**config.mk**
```make
export PLATFORM = sky130hd
export DESIGN_NAME = uart_tx_fifo_sched_flat
export DESIGN_NICKNAME = d
export VERILOG_FILES = /design/src/rtl/uart_tx_fifo_sched_if.sv /design/src/rtl/uart_tx_fifo_sched.sv /design/src/flat_wrapper.sv
export SDC_FILE = /design/constraint.sdc
export NUM_CORES = 1
export LEC_CHECK = 0
export CAP_MARGIN = 20
export CORE_ASPECT_RATIO = 0.9
export CORE_MARGIN = 2
export CORE_UTILIZATION = 30
export DETAILED_ROUTE_END_ITERATION = 7
export PLACE_DENSITY = 0.68
export SETUP_SLACK_MARGIN = 0.5
export SLEW_MARGIN = 20
export SYNTH_ARGS = -nofsm -noshare
export SYNTH_HDL_FRONTEND = slang
export SYNTH_SLANG_ARGS = --single-unit
```
**constraint.sdc**
```tcl
create_clock -name iClk -period 2.2 [get_ports iClk]
set_input_delay 0.55 -clock iClk [delete_from_list [all_inputs] [get_ports iClk]]
set_output_delay 0.55 -clock iClk [all_outputs]
set_load 0.05 [all_outputs]
```
**src/rtl/uart_tx_fifo_sched_if.sv**
```systemverilog
// Producer, FIFO and UART signal bundle for uart_tx_fifo_sched.
// slave: scheduler side; master: environment side (producers, FIFO, UART).
interface uart_tx_fifo_sched_if;
  logic       iReq0_Valid;
  logic [7:0] iReq0_Data;
  logic       iReq0_Last;
  logic       oReq0_Ready;
  logic       iReq1_Valid;
  logic [7:0] iReq1_Data;
  logic       iReq1_Last;
  logic       oReq1_Ready;
  logic [1:0] oGrant;
  logic       oPush;
  logic [7:0] oWrData;
  logic       iFull;
  logic       oPop;
  logic [7:0] iRdData;
  logic       iEmpty;
  logic       oTxStart;
  logic [7:0] oTxData;
  logic       iTxBusy;

  modport slave (
    input  iReq0_Valid, iReq0_Data, iReq0_Last,
    input  iReq1_Valid, iReq1_Data, iReq1_Last,
    input  iFull, iRdData, iEmpty, iTxBusy,
    output oReq0_Ready, oReq1_Ready, oGrant,
    output oPush, oWrData, oPop,
    output oTxStart, oTxData
  );

  modport master (
    output iReq0_Valid, iReq0_Data, iReq0_Last,
    output iReq1_Valid, iReq1_Data, iReq1_Last,
    output iFull, iRdData, iEmpty, iTxBusy,
    input  oReq0_Ready, oReq1_Ready, oGrant,
    input  oPush, oWrData, oPop,
    input  oTxStart, oTxData
  );
endinterface

```
**src/rtl/uart_tx_fifo_sched.sv**
```systemverilog
// Two-producer packet round-robin into a shared UART TX FIFO, plus drain.
// Ports: iClk, iRst (async, active-high), bus (slave modport).
module uart_tx_fifo_sched #(
  parameter int unsigned MAX_PKT_LEN = 16
) (
  input  logic iClk,
  input  logic iRst,
  uart_tx_fifo_sched_if.slave bus
);

  localparam logic [1:0] ARB_IDLE = 2'd0;
  localparam logic [1:0] ARB_OWN0 = 2'd1;
  localparam logic [1:0] ARB_OWN1 = 2'd2;

  localparam logic [1:0] DR_IDLE  = 2'd0;
  localparam logic [1:0] DR_START = 2'd1;
  localparam logic [1:0] DR_BUSY  = 2'd2;
  localparam logic [1:0] DR_WAIT  = 2'd3;

  localparam logic [7:0] MaxLen = 8'(MAX_PKT_LEN);

  logic [1:0] arb_q, arb_d;
  logic       last_q, last_d;
  logic [7:0] cnt_q, cnt_d;
  logic [1:0] dr_q, dr_d;
  logic [7:0] txd_q, txd_d;

  logic       own0, own1;
  logic       acc, acc_last;
  logic [7:0] cnt_inc;
  logic       pop;

  assign own0 = (arb_q == ARB_OWN0);
  assign own1 = (arb_q == ARB_OWN1);

  assign bus.oGrant      = {own1, own0};
  assign bus.oReq0_Ready = own0 & ~bus.iFull;
  assign bus.oReq1_Ready = own1 & ~bus.iFull;

  assign acc = ~bus.iFull &
               ((own0 & bus.iReq0_Valid) |
                (own1 & bus.iReq1_Valid));
  assign acc_last = own1 ? bus.iReq1_Last
                         : bus.iReq0_Last;

  assign bus.oPush   = acc;
  assign bus.oWrData = own1 ? bus.iReq1_Data :
                       own0 ? bus.iReq0_Data :
                              8'h00;

  // Saturating so a long owner can never wrap the count.
  assign cnt_inc = (cnt_q >= MaxLen) ? cnt_q
                                     : cnt_q + 8'd1;

  always_comb begin
    arb_d  = arb_q;
    last_d = last_q;
    cnt_d  = cnt_q;
    unique case (arb_q)
      ARB_IDLE: begin
        if (bus.iReq0_Valid & bus.iReq1_Valid)
          arb_d = last_q ? ARB_OWN0 : ARB_OWN1;
        else if (bus.iReq0_Valid)
          arb_d = ARB_OWN0;
        else if (bus.iReq1_Valid)
          arb_d = ARB_OWN1;
      end
      ARB_OWN0, ARB_OWN1: begin
        if (acc) begin
          cnt_d = cnt_inc;
          if (acc_last || cnt_inc == MaxLen) begin
            arb_d  = ARB_IDLE;
            cnt_d  = 8'd0;
            last_d = own1;
          end
        end
      end
      default: arb_d = ARB_IDLE;
    endcase
  end

  // Pop is combinational off the idle state; reset masks it so a
  // non-empty FIFO is never popped while the block is held in reset.
  assign pop = ~iRst & (dr_q == DR_IDLE) &
               ~bus.iEmpty & ~bus.iTxBusy;

  assign bus.oPop     = pop;
  assign bus.oTxStart = (dr_q == DR_START);
  assign bus.oTxData  = txd_q;

  always_comb begin
    dr_d  = dr_q;
    txd_d = txd_q;
    unique case (dr_q)
      DR_IDLE: begin
        if (pop) begin
          txd_d = bus.iRdData;
          dr_d  = DR_START;
        end
      end
      DR_START: dr_d = DR_BUSY;
      DR_BUSY:  if (bus.iTxBusy) dr_d = DR_WAIT;
      DR_WAIT:  if (!bus.iTxBusy) dr_d = DR_IDLE;
      default:  dr_d = DR_IDLE;
    endcase
  end

  always_ff @(posedge iClk or posedge iRst) begin
    if (iRst) begin
      arb_q  <= ARB_IDLE;
      last_q <= 1'b1;
      cnt_q  <= 8'd0;
      dr_q   <= DR_IDLE;
      txd_q  <= 8'd0;
    end else begin
      arb_q  <= arb_d;
      last_q <= last_d;
      cnt_q  <= cnt_d;
      dr_q   <= dr_d;
      txd_q  <= txd_d;
    end
  end

endmodule

```
**src/flat_wrapper.sv**
```systemverilog
// flat-port wrapper written by rule: the top's interface ports become plain ports
module uart_tx_fifo_sched_flat 
#(
  parameter int unsigned MAX_PKT_LEN = 16
)
  (iClk, iRst, bus_iReq0_Valid, bus_iReq0_Data, bus_iReq0_Last, bus_iReq1_Valid, bus_iReq1_Data, bus_iReq1_Last, bus_iFull, bus_iRdData, bus_iEmpty, bus_iTxBusy, bus_oReq0_Ready, bus_oReq1_Ready, bus_oGrant, bus_oPush, bus_oWrData, bus_oPop, bus_oTxStart, bus_oTxData);
  uart_tx_fifo_sched_if bus_i ();
  input  logic iClk;
  input  logic iRst;
  input wire logic [$bits(bus_i.iReq0_Valid)-1:0] bus_iReq0_Valid;
  input wire logic [$bits(bus_i.iReq0_Data)-1:0] bus_iReq0_Data;
  input wire logic [$bits(bus_i.iReq0_Last)-1:0] bus_iReq0_Last;
  input wire logic [$bits(bus_i.iReq1_Valid)-1:0] bus_iReq1_Valid;
  input wire logic [$bits(bus_i.iReq1_Data)-1:0] bus_iReq1_Data;
  input wire logic [$bits(bus_i.iReq1_Last)-1:0] bus_iReq1_Last;
  input wire logic [$bits(bus_i.iFull)-1:0] bus_iFull;
  input wire logic [$bits(bus_i.iRdData)-1:0] bus_iRdData;
  input wire logic [$bits(bus_i.iEmpty)-1:0] bus_iEmpty;
  input wire logic [$bits(bus_i.iTxBusy)-1:0] bus_iTxBusy;
  output wire logic [$bits(bus_i.oReq0_Ready)-1:0] bus_oReq0_Ready;
  output wire logic [$bits(bus_i.oReq1_Ready)-1:0] bus_oReq1_Ready;
  output wire logic [$bits(bus_i.oGrant)-1:0] bus_oGrant;
  output wire logic [$bits(bus_i.oPush)-1:0] bus_oPush;
  output wire logic [$bits(bus_i.oWrData)-1:0] bus_oWrData;
  output wire logic [$bits(bus_i.oPop)-1:0] bus_oPop;
  output wire logic [$bits(bus_i.oTxStart)-1:0] bus_oTxStart;
  output wire logic [$bits(bus_i.oTxData)-1:0] bus_oTxData;
  assign bus_i.iReq0_Valid = bus_iReq0_Valid;
  assign bus_i.iReq0_Data = bus_iReq0_Data;
  assign bus_i.iReq0_Last = bus_iReq0_Last;
  assign bus_i.iReq1_Valid = bus_iReq1_Valid;
  assign bus_i.iReq1_Data = bus_iReq1_Data;
  assign bus_i.iReq1_Last = bus_iReq1_Last;
  assign bus_i.iFull = bus_iFull;
  assign bus_i.iRdData = bus_iRdData;
  assign bus_i.iEmpty = bus_iEmpty;
  assign bus_i.iTxBusy = bus_iTxBusy;
  assign bus_oReq0_Ready = bus_i.oReq0_Ready;
  assign bus_oReq1_Ready = bus_i.oReq1_Ready;
  assign bus_oGrant = bus_i.oGrant;
  assign bus_oPush = bus_i.oPush;
  assign bus_oWrData = bus_i.oWrData;
  assign bus_oPop = bus_i.oPop;
  assign bus_oTxStart = bus_i.oTxStart;
  assign bus_oTxData = bus_i.oTxData;
  uart_tx_fifo_sched #(.MAX_PKT_LEN(MAX_PKT_LEN)) u_core (.iClk(iClk), .iRst(iRst), .bus(bus_i));
endmodule
```
==> results by group, run 1 <==
GRT
  – First-pass GRT wire length: 6237 um
  – Number of global-route vias before repair: 1307
  – Largest net degree at the start of global routing: 22
  – Initial antenna violation count: 0
  – GRT overflow: 0
  – Gr usage total: 16.45%

Synthesis
  – Syn_nets: 162
  – Yosys reg bits: 21
  – Sequential-to-total area share from yosys stat: 39.38%
  – Post-synthesis cell type count: 38
  – Synth Area per Inst: 11.24 sq um
  – Yosys Warn Count: 0
  – Synth Instances: 119
  – Cell Area, Synth: 1338 sq um

Setup path
  – Most used cell, CP: buf_12
  – WP data arrival: 1.53 ns
  – Slowest-stage cell, CP: dfrtp_1
  – CP peak stage delay: 0.43 ns
  – Crit path cell chain: inv_2 -> ha_4 -> nor2b_4 -> buf_12 -> a22o_4 -> buf_12
  – Critical Path Start Type: flip-flop
  – CP required: 1.65 ns
  – CP max FO: 8
  – CP Capture Type: output pin
  – Kind of critical path: flip-flop to output pin

Finish
  – Area Growth Syn to Fin: 102.0%
  – Antenna Cells: 0
  – Ratio of cells with drive above 1 in the final layout: 59.24%
  – FILL cells: 345
  – Final #Nets: 255
  – Post-layout util: 61.76%
  – Final instance area: 2701 sq um

Timing
  – Final setup margin: 0.1237 ns
  – Unrepaired setup endpoints after global routing: true
  – Actual slew at the worst max-slew pin: 0.3144 ns
  – Final min period: 2.076 ns
  – Slew Viols, Final: 0
  – Crit share post-route: 94.38%
  – Min Hold Slack: 0.4609 ns
  – Fmax achieved: 0.4816 GHz
  – Slew margin rel.: 79.04%
  – Final Skew: 0.01003 ns
  – Final Hold Vio Count: 0
  – Final setup vio count: 0
  – Fin Setup TNS: 0 ns

Drt
  – Vias/cell: 4.645
  – Antenna viol nets, final: 0
  – Post-Route WL: 4234 um
  – Via count: 1268
  – DR WL/cell: 15.51 um
  – DRC: 0
  – Drt first pass iters: 4
  – Initial detailed-routing violation count: 76

Floorplan
  – Die Y: 67.35 um
  – Num rows: 23
  – IO Pins: 56
  – Die width: 74.39 um
  – Core area: 4374 sq um
  – Initial Util: 30.58%
  – Die area: 5009 sq um

Pwr
  – Max VDD drop: 0.0006045 V
  – PD cells: 1267 nW/um^2
  – Lkg Pwr: 1.209 nW

Placed design
  – Post-DP HPWL: 2825 um
  – RePlAce Congestion: 0.8907
  – Area after DPL: 2243 sq um
  – Setup Slack @ Placement: 0.001213 ns
  – IO Port Bufs: 55

Clock tree
  – CTS clk-pin slew, worst paths: 0.08 ns
  – CTS max path bufs: 2
  – CTS Buf Count: 3
  – CTS root buf: clkbuf_8
  – CTS tree: done
  – CTS H-tree lvls: 1
  – Worst-Skew Late Latency: 0.26 ns
  – Clock Sinks: 21

Worst hold path
  – Worst hold path class: input pin to asynchronous set/reset pin

Status
  – Outcome: finished, final reports clean

Job
  – Max-cap violations: 0
[placed cells by master (no fill, tap or decap), types with 2 or more instances in the layout]
cell type,count
a21oi_1,3
a22o_4,8
and2_4,3
buf_12,15
buf_4,26
buf_6,7
buf_8,3
clkbuf_2,9
clkbuf_8,3
clkdlybuf4s50_1,26
dfrtp_1,19
dlygate4sd2_1,4
ha_1,4
ha_4,5
inv_1,2
inv_2,5
mux2_4,10
mux2i_1,3
nand2_1,7
nand3_1,2
nand4_1,4
nor2_1,2
nor2_4,2
nor2b_4,3
nor3_1,2
nor4_4,2
o21ai_2,4
o31ai_4,2
or2_4,2
[flip-flops by register name (all words and copies together), names as in the netlist]
register / count
u_core.arb_q: 2
u_core.last_q: 1
u_core.bus.oTxData: 8
u_core.cnt_q: 8
u_core.dr_q: 2
[path summary, 6_finish.rpt]
path                                        from                    end  slack, ns  cells after the start
max                              u_core.arb_q[0]         bus_oWrData[4]       0.12                      6
min                                         iRst  u_core.bus.oTxData[7]       0.46                      3
max reg2reg                      u_core.arb_q[1]        u_core.arb_q[0]       0.20                      8
min reg2reg                u_core.bus.oTxData[4]  u_core.bus.oTxData[4]       0.52                      1
max in group asynchronous                   iRst          u_core.last_q       1.47                      3
min in group iClk          u_core.bus.oTxData[4]  u_core.bus.oTxData[4]       0.52                      1
[worst max-delay path, delay by kind of cell (launching register included)]
kind,cells,cell delay [ns]
flip-flops,1,0.43
AND/OR/NAND/NOR,1,0.05
buffers and inverters,3,0.37
AO/OA/AOI/OAI,1,0.22
adder cells (fa/ha/maj),1,0.18
[cell type report]
class | instances | area [sq um] | share of cell area (%)
well taps | 62 | 77.57 | 2.872
inverters | 8 | 32.53 | 1.204
flip-flops and latches | 21 | 528.0 | 19.55
repair buffers | 92 | 997.2 | 36.92
multi-input cells | 86 | 1020 | 37.75
clock inverters | 1 | 5.005 | 0.1853
clock buffers | 3 | 41.29 | 1.528
[cell families (layout without fill, tap and decap cells)]
family                   Yosys count  in the layout  share of synthesized area, %
flip-flops                        21             21                         39.38
multiplexers                      14             14                         11.79
AO/OA/AOI/OAI                     27             27                         17.68
adder cells (fa/ha/maj)           10             10                         9.355
buffers and inverters             12            104                         4.677
AND/OR/NAND/NOR                   35             35                         17.12
[synth_stat cells (all sizes together)]
library cell,number,area (sq um)
mux2i,3,30.03
ha,10,125.1
o2bb2a,1,20.02
inv,8,30.03
mux2,11,127.6
a21o,1,7.510
nor2b,4,25.02
nor2,4,17.52
o21ai,5,25.02
nand4,4,25.02
o2111a,1,11.26
a22o,8,70.07
or2,2,15.02
a211oi,1,12.51
nor3,2,10.01
clkbuf,2,17.51
nor4,2,42.54
and2,3,22.52
nand3,2,10.01
or4b,1,10.01
and2b,1,7.510
o21a,1,7.510
o31ai,2,15.01
a21oi,4,20.02
buf,2,15.01
dfstp,1,26.28
o21bai,1,18.77
and3,1,7.510
nand2,8,30.03
a22oi,1,7.510
nand2b,1,6.260
a31oi,1,21.27
dfrtp,20,500.5
[stage by stage]
stage / cells / total power [W]
2_1_floorplan: 119 / 0.002007
3_5_place_dp: 237 / 0.002702
4_1_cts: 264 / 0.003245
3_3_place_gp: 237 / 0.002643
6_report: 273 / 0.003422
5_1_grt: 273 / 0.003603
[where the power goes]
group | internal [W] | switching (W) | leakage, nW
Combinational | 0.00123 | 0.00131 | 0.918
Sequential | 0.000535 | 0.0000971 | 0.266
Clock | 0.000126 | 0.000125 | 0.0255
Total | 0.00189 | 0.00154 | 1.21
[routing by layer]
metal | global-route usage, % | vias up | wire length [um]
met1 | 21.27 | 632 | 1743
met4 | 5.134 | 0 | 68
met5 | 0 | - | 0
li1 | - | 613 | -
met2 | 28.32 | 15 | 2348
met3 | 2.388 | 8 | 74
[repair_timing]
item	in CTS	in global routing
pin swaps	7	10
gates resized for setup	42	37
buffers inserted	22	9
endpoints found under the setup margin	42	44
hold buffers	0	0
gates cloned	1	0
(Power assumes the default switching activity.)
==> run 2, diff against run 1 <==
--- a/config.mk
+++ b/config.mk
@@ -16,3 +16,4 @@
 export SYNTH_ARGS = -nofsm -noshare
 export SYNTH_HDL_FRONTEND = slang
 export SYNTH_SLANG_ARGS = --single-unit
+export TNS_END_PERCENT = 10
==> results by group, run 2 (synthesis results as in run 1) <==
Status
  – Outcome: finished, final reports clean (unchanged)

Finish
  – Antenna Cells: 0 (unchanged)
  – Commonest cells after routing, fill and taps aside: clkdlybuf4s50_1 (38), dfrtp_1 (20), buf_4 (16) (was clkdlybuf4s50_1 (26), buf_4 (26), dfrtp_1 (19))
  – Most common cell after layout, fill and taps aside: clkdlybuf4s50_1
  – FILL cells: 396 (was 345)
  – Ratio of cells with drive above 1 in the final layout: 37.77% (was 59.24%)
  – Area Growth Syn to Fin: 70.44% (was 102.0%)
  – Final #Nets: 232 (was 255)

Placed design
  – Post-DP HPWL: 2650 um (was 2825 um)
  – IO Port Bufs: 55 (unchanged)
  – RePlAce Congestion: 0.7716 (was 0.8907)

Timing
  – Final setup vio count: 0 (unchanged)
  – Fmax achieved: 0.4842 GHz (was 0.4816 GHz)
  – Actual slew at the worst max-slew pin: 0.5345 ns (was 0.3144 ns)
  – Final min period: 2.065 ns (was 2.076 ns)
  – Unrepaired setup endpoints after global routing: true (unchanged)
  – Slew Viols, Final: 0 (unchanged)
  – Final Skew: 0.005546 ns (was 0.01003 ns)
  – Slew margin rel.: 64.10% (was 79.04%)
  – Fin Setup TNS: 0 ns (unchanged)
  – Final Hold Vio Count: 0 (unchanged)
  – Crit share post-route: 93.87% (was 94.38%)

Clock tree
  – CTS H-tree lvls: 1 (unchanged)
  – CTS root buf: clkbuf_8 (unchanged)
  – CTS max path bufs: 2 (unchanged)
  – Worst-Skew Late Latency: 0.27 ns (was 0.26 ns)
  – CTS Buf Count: 3 (unchanged)
  – Post-CTS Hold Fix Bufs: 0 (unchanged)
  – CTS clk-pin slew, worst paths: 0.08 ns (about the same)
  – Clock Sinks: 21 (unchanged)
  – CTS tree: done (unchanged)

Setup path
  – Kind of critical path: flip-flop to output pin (unchanged)
  – CP Capture Type: output pin (unchanged)
  – Slowest-stage cell, CP: dfrtp_1 (unchanged)
  – Crit path cell chain: buf_4 -> ha_4 -> nor2b_4 -> a22o_1 -> buf_12 (was inv_2 -> ha_4 -> nor2b_4 -> buf_12 -> a22o_4 -> buf_12)
  – Number of buffers and inverters on the critical path: 2 (was 3)
  – Largest delay share family, worst path: flip-flops (unchanged)
  – CP peak stage delay: 0.40 ns (was 0.43 ns)
  – CP required: 1.65 ns (about the same)
  – Critical Path Start Type: flip-flop (unchanged)
  – WP data arrival: 1.52 ns (was 1.53 ns)
  – CP max FO: 8 (unchanged)

Drt
  – Drt first pass iters: 4 (unchanged)
  – Antenna viol nets, final: 0 (unchanged)
  – DR WL/cell: 13.12 um (was 15.51 um)
  – Vias/cell: 4.616 (was 4.645)
  – Post-Route WL: 3281 um (was 4234 um)
  – Initial detailed-routing violation count: 44 (was 76)
  – Via count: 1154 (was 1268)
  – DRC: 0 (unchanged)

Job
  – Max-cap violations: 0 (unchanged)

GRT
  – First-pass GRT wire length: 5375 um (was 6237 um)
  – GRT overflow: 0 (unchanged)
  – Largest net degree at the start of global routing: 22 (unchanged)
  – Gr usage total: 13.92% (was 16.45%)
  – Number of global-route vias before repair: 1168 (was 1307)
  – Initial antenna violation count: 0 (unchanged)

Floorplan
  – Initial Util: 30.58% (unchanged)
  – Die area: 5009 sq um (unchanged)
  – IO Pins: 56 (unchanged)
  – Die Y: 67.35 um (unchanged)
  – Num rows: 23 (unchanged)
  – Die width: 74.39 um (unchanged)
  – Core area: 4374 sq um (unchanged)

Pwr
  – Pwr Total: 0.002905 W (was 0.003422 W)
  – Lkg Pwr: 0.9821 nW (was 1.209 nW)
  – Max VDD drop: 0.0005384 V (was 0.0006045 V)
  – PD cells: 1274 nW/um^2 (was 1267 nW/um^2)

Worst hold path
  – Worst hold path class: input pin to asynchronous set/reset pin (unchanged)
==> run 2: cell count changes in the layout (fill, tap and decap cells not counted), sizes merged <==
cell	delta
clkbuf	-9
dlymetal6s2s	+1
buf	-23
clkdlybuf4s15	-1
dlygate4sd2	-3
clkinv	-1
clkdlybuf4s50	+12
clkinvlp	+1
==> run 2: worst paths after layout <==
kind                                             from                    end  slack [ns]  cells after the start
worst max-delay path                  u_core.arb_q[0]         bus_oWrData[4]        0.13                      5
worst max register to register        u_core.cnt_q[7]          u_core.last_q        0.26                      5
min in group iClk               u_core.bus.oTxData[1]  u_core.bus.oTxData[1]        0.51                      1
worst min-delay path                             iRst        u_core.cnt_q[6]        0.49                      3
worst min register to register  u_core.bus.oTxData[1]  u_core.bus.oTxData[1]        0.51                      1
max in group asynchronous                        iRst          u_core.last_q        1.43                      3
==> run 2: worst reg2reg max path: stages, from the launching register on <==
cell and delay (ns):
dfrtp_1 0.43, nor4_4 0.55, a211oi_2 0.17, o2bb2a_4 0.25, o21bai_4 0.16, mux2_4 0.31
==> run 2: what timing repair did <==
action / CTS / global route
gates cloned: 0 / 0
pin swaps: 5 / 6
resized for setup: 3 / 1
buffers inserted: 4 / 4
endpoints found under the setup margin: 43 / 44
==> run 2: final cells by class <==
cell class	count	area (sq um)	share of cell area [%]
Clock buffer	3	41.29	1.811
Clock inverter	1	7.507	0.3293
Inverter	8	30.03	1.317
Multi-Input combinational cell	86	814.5	35.73
Sequential cell	21	526.8	23.11
Tap cell	62	77.57	3.403
Timing Repair Buffer	69	782.0	34.30
==> run 2: power breakdown <==
group	switching, W	internal, W
clock network	0.000136	0.000128
registers	0.000115	0.000532
logic	0.00109	0.000904
total	0.00134	0.00156
==> run 2: per-stage QoR <==
step / setup WS, ns / util, % / cells / area, sq um / hold WS [ns]
floorplan: 0.1753 / - / 119 / 1396 / 0.5258
global placement: 0.07076 / 49.14 / 238 / 2150 / 0.4922
detailed placement: 0.04825 / 49.14 / 238 / 2150 / 0.4963
CTS: 0.1093 / 51.09 / 246 / 2235 / 0.5076
global route: 0.04201 / 52.12 / 250 / 2280 / 0.5220
finish: 0.1348 / 52.12 / 250 / 2280 / 0.4933
==> run 2: per-layer routing <==
layer / routed length (um) / share of wire (%) / global-route usage [%]
met5: 0 / 0 / 0
met4: 63 / 1.9 / 6.250
met3: 281 / 8.6 / 2.537
met2: 1623 / 49 / 25.11
met1: 1313 / 40 / 15.94
